**src/rtl/huff_pkg.sv**
```systemverilog
// Shared types and default sizing for the Huffman bit packer.
package huff_pkg;

  localparam int unsigned DEF_OUT_W   = 32;
  localparam int unsigned DEF_MAX_LEN = 16;

  typedef enum logic [1:0] {
    FILL_ST,
    DRAIN_ST,
    LAST_ST
  } state_t;

endpackage

```
**src/rtl/huff_code_align.sv**
```systemverilog
// Masks a right-aligned code to its clamped length and places it directly below the
// fill point of an MSB-aligned accumulator.
module huff_code_align #(
  parameter int unsigned OUT_W   = 32,
  parameter int unsigned MAX_LEN = 16,
  parameter int unsigned LEN_W   = $clog2(MAX_LEN + 1),
  parameter int unsigned ACC_W   = OUT_W + MAX_LEN,
  parameter int unsigned FILL_W  = $clog2(ACC_W + 1)
) (
  input  logic [MAX_LEN-1:0] code_i,
  input  logic [LEN_W-1:0]   len_i,
  input  logic [FILL_W-1:0]  fill_i,
  output logic [ACC_W-1:0]   aligned_o,
  output logic [LEN_W-1:0]   len_eff_o
);

  logic [ACC_W-1:0]  mask;
  logic [ACC_W-1:0]  field;
  logic [FILL_W:0]   shamt;

  always_comb begin
    len_eff_o = (len_i > LEN_W'(MAX_LEN)) ? LEN_W'(MAX_LEN) : len_i;
    mask      = (ACC_W'(1) << len_eff_o) - ACC_W'(1);
    field     = ACC_W'(code_i) & mask;
    // Only meaningful while fill_i < OUT_W; other states never accept, so a wrapped
    // shift amount there is harmless.
    shamt     = (FILL_W + 1)'(ACC_W) - {1'b0, fill_i} - (FILL_W + 1)'(len_eff_o);
    aligned_o = field << shamt;
  end

endmodule

```
**src/rtl/huff_bit_packer.sv**
```systemverilog
// Packs variable-length Huffman codes MSB-first into OUT_W-bit words, with an
// end-of-stream flush that emits a final partial word tagged out_last.
module huff_bit_packer
  import huff_pkg::*;
#(
  parameter int unsigned OUT_W   = DEF_OUT_W,
  parameter int unsigned MAX_LEN = DEF_MAX_LEN,
  parameter int unsigned LEN_W   = $clog2(MAX_LEN + 1)
) (
  input  logic                       Clock,
  input  logic                       Reset,
  input  logic                       in_valid,
  output logic                       in_ready,
  input  logic [MAX_LEN-1:0]         in_code,
  input  logic [LEN_W-1:0]           in_len,
  input  logic                       in_flush,
  output logic                       out_valid,
  input  logic                       out_ready,
  output logic [OUT_W-1:0]           out_data,
  output logic [$clog2(OUT_W+1)-1:0] out_nbits,
  output logic                       out_last
);

  localparam int unsigned AccW  = OUT_W + MAX_LEN;
  localparam int unsigned FillW = $clog2(AccW + 1);
  localparam int unsigned NbW   = $clog2(OUT_W + 1);

  state_t            state_q, state_d;
  logic [AccW-1:0]   acc_q, acc_d;
  logic [FillW-1:0]  fill_q, fill_d;
  logic [AccW-1:0]   aligned;
  logic [LEN_W-1:0]  len_eff;
  logic              accept, emit;

  logic              in_ready_d, out_valid_d, out_last_d;
  logic [OUT_W-1:0]  out_data_d;
  logic [NbW-1:0]    out_nbits_d;

  huff_code_align #(
    .OUT_W  (OUT_W),
    .MAX_LEN(MAX_LEN),
    .LEN_W  (LEN_W),
    .ACC_W  (AccW),
    .FILL_W (FillW)
  ) u_align (
    .code_i   (in_code),
    .len_i    (in_len),
    .fill_i   (fill_q),
    .aligned_o(aligned),
    .len_eff_o(len_eff)
  );

  assign accept = in_valid && in_ready;
  assign emit   = out_valid && out_ready;

  always_comb begin
    state_d = state_q;
    acc_d   = acc_q;
    fill_d  = fill_q;
    unique case (state_q)
      FILL_ST: begin
        if (accept) begin
          acc_d  = acc_q | aligned;
          fill_d = fill_q + FillW'(len_eff);
          if (in_flush) state_d = DRAIN_ST;
        end else if (emit) begin
          acc_d  = acc_q << OUT_W;
          fill_d = fill_q - FillW'(OUT_W);
        end
      end
      DRAIN_ST: begin
        if (emit) begin
          acc_d  = acc_q << OUT_W;
          fill_d = fill_q - FillW'(OUT_W);
        end else if (fill_q <= FillW'(OUT_W)) begin
          state_d = LAST_ST;
        end
      end
      LAST_ST: begin
        if (emit) begin
          acc_d   = '0;
          fill_d  = '0;
          state_d = FILL_ST;
        end
      end
      default: state_d = FILL_ST;
    endcase
  end

  // Outputs are registered from next state, giving one cycle from completing accept to word.
  always_comb begin
    in_ready_d  = 1'b0;
    out_valid_d = 1'b0;
    out_last_d  = 1'b0;
    out_data_d  = acc_d[AccW-1 -: OUT_W];
    out_nbits_d = NbW'(OUT_W);
    unique case (state_d)
      FILL_ST: begin
        in_ready_d  = fill_d < FillW'(OUT_W);
        out_valid_d = fill_d >= FillW'(OUT_W);
      end
      DRAIN_ST: out_valid_d = fill_d > FillW'(OUT_W);
      LAST_ST: begin
        out_valid_d = 1'b1;
        out_nbits_d = NbW'(fill_d);
        out_last_d  = 1'b1;
      end
      default: ;
    endcase
  end

  always_ff @(posedge Clock) begin
    if (Reset) begin
      state_q   <= FILL_ST;
      acc_q     <= '0;
      fill_q    <= '0;
      in_ready  <= 1'b0;
      out_valid <= 1'b0;
      out_data  <= '0;
      out_nbits <= '0;
      out_last  <= 1'b0;
    end else begin
      state_q   <= state_d;
      acc_q     <= acc_d;
      fill_q    <= fill_d;
      in_ready  <= in_ready_d;
      out_valid <= out_valid_d;
      out_data  <= out_data_d;
      out_nbits <= out_nbits_d;
      out_last  <= out_last_d;
    end
  end

endmodule

```
**config.mk**
```make
export PLATFORM = sky130hd
export DESIGN_NAME = huff_bit_packer
export DESIGN_NICKNAME = d
export VERILOG_FILES = /design/src/rtl/huff_pkg.sv /design/src/rtl/huff_code_align.sv /design/src/rtl/huff_bit_packer.sv
export SDC_FILE = /design/constraint.sdc
export NUM_CORES = 1
export LEC_CHECK = 0
export ABC_AREA = 0
export ABC_CLOCK_PERIOD_IN_PS = 6200
export BUFFER_PORTS_ARGS = -buffer_cell sky130_fd_sc_hd__buf_2
export CAP_MARGIN = 20
export CORE_ASPECT_RATIO = 0.9
export CORE_MARGIN = 2
export CORE_UTILIZATION = 35
export CTS_CLUSTER_SIZE = 16
export DETAILED_ROUTE_END_ITERATION = 10
export HOLD_SLACK_MARGIN = 0.08
export PLACE_DENSITY = 0.52
export SLEW_MARGIN = 20
export SYNTH_ARGS = -nofsm -noshare
export SYNTH_HDL_FRONTEND = slang
export SYNTH_SLANG_ARGS = --single-unit
```
**constraint.sdc**
```tcl
create_clock -name Clock -period 6.2 [get_ports Clock]
set_clock_uncertainty 0.1 [all_clocks]
set_input_delay 0.62 -clock Clock [delete_from_list [all_inputs] [get_ports Clock]]
set_output_delay 0.62 -clock Clock [all_outputs]
set_load 0.01 [all_outputs]
```
==> impl_metrics.toml <==
[global_route]
track_usage_pct = 23.1
grt_pass1_vias = 5495
antenna_found_initial = 0
grt_first_pass_wirelength_um = 30600
grt_max_degree = 43
gr-total-overflow = 0

[die]
std_cell_rows = 43
die_x_um = 137
die_y_um = 124
core_um2 = 15500
ios = 67
dieArea_um2 = 17000
start_util_pct = 36.0

[worst_setup_path]
start_kind = "input port"
cp-end-kind = "register"
crit_chain = "buf_2 > inv_1 > nor2_1 > ha_1 > inv_1 > ha_1 > clkinv_1 > nor3_1 > nor2_1 > a21oi_1 > mux2i_1 > o22ai_1"
path_class = "input port to register"
critical_path_required_ns = 6.34
path_max_fanout = 32
slowest_delay_ns = 0.97
cp.arrival_ns = 4.60
cpMaxStageDelayCell = "ha_1"

[sta]
finalHoldViolations = 0
fin_crit_ns = 4.45
maxSlewViolCount = 0
period_share_pct = 71.8
fmax_mhz = 224
setup_slack_ns = 1.75
setup_tns_ns = 0
worst_slew_pin_slew_ns = 1.04
max_slew_margin_pct = 30.8
setup_viol = 0
grt_setup_unrepaired = "false"

[routing]
routed_wl_um = 19400
vias = 5943
dr.first_iter.drc_count = 801
wire_per_inst_um = 20.5
drtAntennaViolNets = 0
drt_first_pass_iters = 6
via_per_inst = 6.26
drc = 0

[cells_and_area]
drive_gt1_share_pct = 16.3
seq_area_um2 = 1300
syn2layout_area_growth_pct = 8.74
antenna_cells = 0
fin_area_um2 = 6090
fin_util_pct = 39.2
nets = 793
multi_input_area_um2 = 3730
fillers = 1627

[run_status]
status = "finished clean"

[synth]
synth.top_cells.by_area = "dfxtp_1 23%, nor2_1 4.8%, nand2_1 4.7%, ha_1 4.5%, buf_4 4.3%"
synth_edf_count = 0
ys.flop_type = "dfxtp_1"
synthesis.nets = 793
syn_inst = 744
async_flop_share_pct = 0
syn_area_um2 = 5600
ys_ff_latch = 65
syn_area_per_cell_um2 = 7.53
yosysMostFrequentCell = "nor2_1"
yosys_warnings = 0
synth_top_area_cell = "dfxtp_1"
ys_seq_area_share_pct = 23.2
synth_top_area_share_pct = 23.2
synth.distinct_cells = 85
ys_top_cells_by_count = "72 x nor2_1, 70 x nand2_1, 65 x dfxtp_1, 40 x clkbuf_1, 37 x a21oi_1"

[pwr]
powerDensity_nw_per_um2 = 360
irDropWorstVdd_mv = 0.157
p_leak_nw = 2.38

[hold_path]
min_path_type = "register to register"

[clock_network]
hold_buffers = 0
cts_resized = 0
cts_sinks = 65
clk_path_buf_depth = 2
insertion_delay_ns = 0.34
clk_pin_slew_ns = 0.06
cts_tree = "yes"
post_cts_buffers = 0
numCtsBuffers = 9
cts_root_buf = "clkbuf_16"
cts_max_level = 3

[run]
maxCapViolCount = 0

[place]
place_worst_setup_slack_ns = 1.56
placed_area_um2 = 5790
dp_hpwl_um = 14300
portBuffers = 66
place_congestion = 0.911
[where the power goes]
| group | internal, mW | leakage [nW] | switching, mW |
|---|---|---|---|
| Sequential | 0.472 | 0.527 | 0.0499 |
| Clock | 0.346 | 0.148 | 0.191 |
| Combinational | 0.372 | 1.70 | 0.760 |
| Total | 1.19 | 2.38 | 1.00 |
[layout make-up]
cell class	count	area share, %
inverter	31	1.91
clock buffer	10	3.76
timing repair buffer	74	6.41
tap	202	4.15
sequential	65	21.4
multi-input combinational	563	61.2
clock inverter	4	1.15
[placed cells by master, fill, tap and decap left out, types with 18 or more instances in the layout]
| cell type | instances |
|---|---|
| dfxtp_1 | 65 |
| o21ai_0 | 30 |
| a21oi_1 | 37 |
| nor2_1 | 72 |
| ha_1 | 20 |
| nand2_1 | 70 |
| buf_2 | 66 |
| a22oi_1 | 18 |
| nand3_1 | 24 |
| inv_1 | 30 |
[worst max-delay path, delay by kind of cell]
kind	cells	cell delay, ns
multiplexers	1	0.19
AND/OR/NAND/NOR	3	1.08
buffers and inverters	4	1.03
adder cells (fa/ha/maj)	2	1.15
AO/OA/AOI/OAI	2	0.51
[through the flow]
step           std cells  hold slack, ns  power (mW)
2_1_floorplan        744           0.326        1.34
3_3_place_gp         935           0.333        1.63
3_5_place_dp         935           0.338        1.63
4_1_cts              949           0.352        2.17
5_1_grt              949           0.386        2.31
6_report             949           0.348        2.19
[path summary, 6_finish.rpt]
| path | endpoint | slack (ns) | cells past startpoint | start |
|---|---|---|---|---|
| hold / removal | acc_q[28] | 0.35 | 2 | acc_q[28] |
| setup reg to reg | acc_q[34] | 2.13 | 9 | fill_q[1] |
| setup / recovery | acc_q[34] | 1.75 | 12 | in_len[1] |
| hold reg to reg | acc_q[28] | 0.35 | 2 | acc_q[28] |
[cells by family after synthesis]
logic type      synth area share (%)
mux                             2.93
buf+inv                         10.3
fa+ha+maj                       5.54
xor+xnor                        1.41
flops                           23.2
simple gates                    21.0
compound gates                  35.6
[sequential cells by signal, indices dropped and copies added, names as in the netlist]
register / flops
out_last: 1
fill_q: 6
out_nbits: 6
acc_q: 48
in_ready: 1
out_valid: 1
state_q: 2
[metal layers]
| layer | vias to the layer above | global-route usage, % | part of all wire, % |
|---|---|---|---|
| met3 | 31 | 4.11 | 8.1 |
| met1 | 2870 | 32.1 | 45 |
| li1 | 2749 | - | - |
| met4 | 0 | 6.57 | 2.0 |
| met2 | 293 | 36.6 | 45 |
| met5 | - | 0 | 0 |
Note: power is estimated with default switching activity, not from simulation.
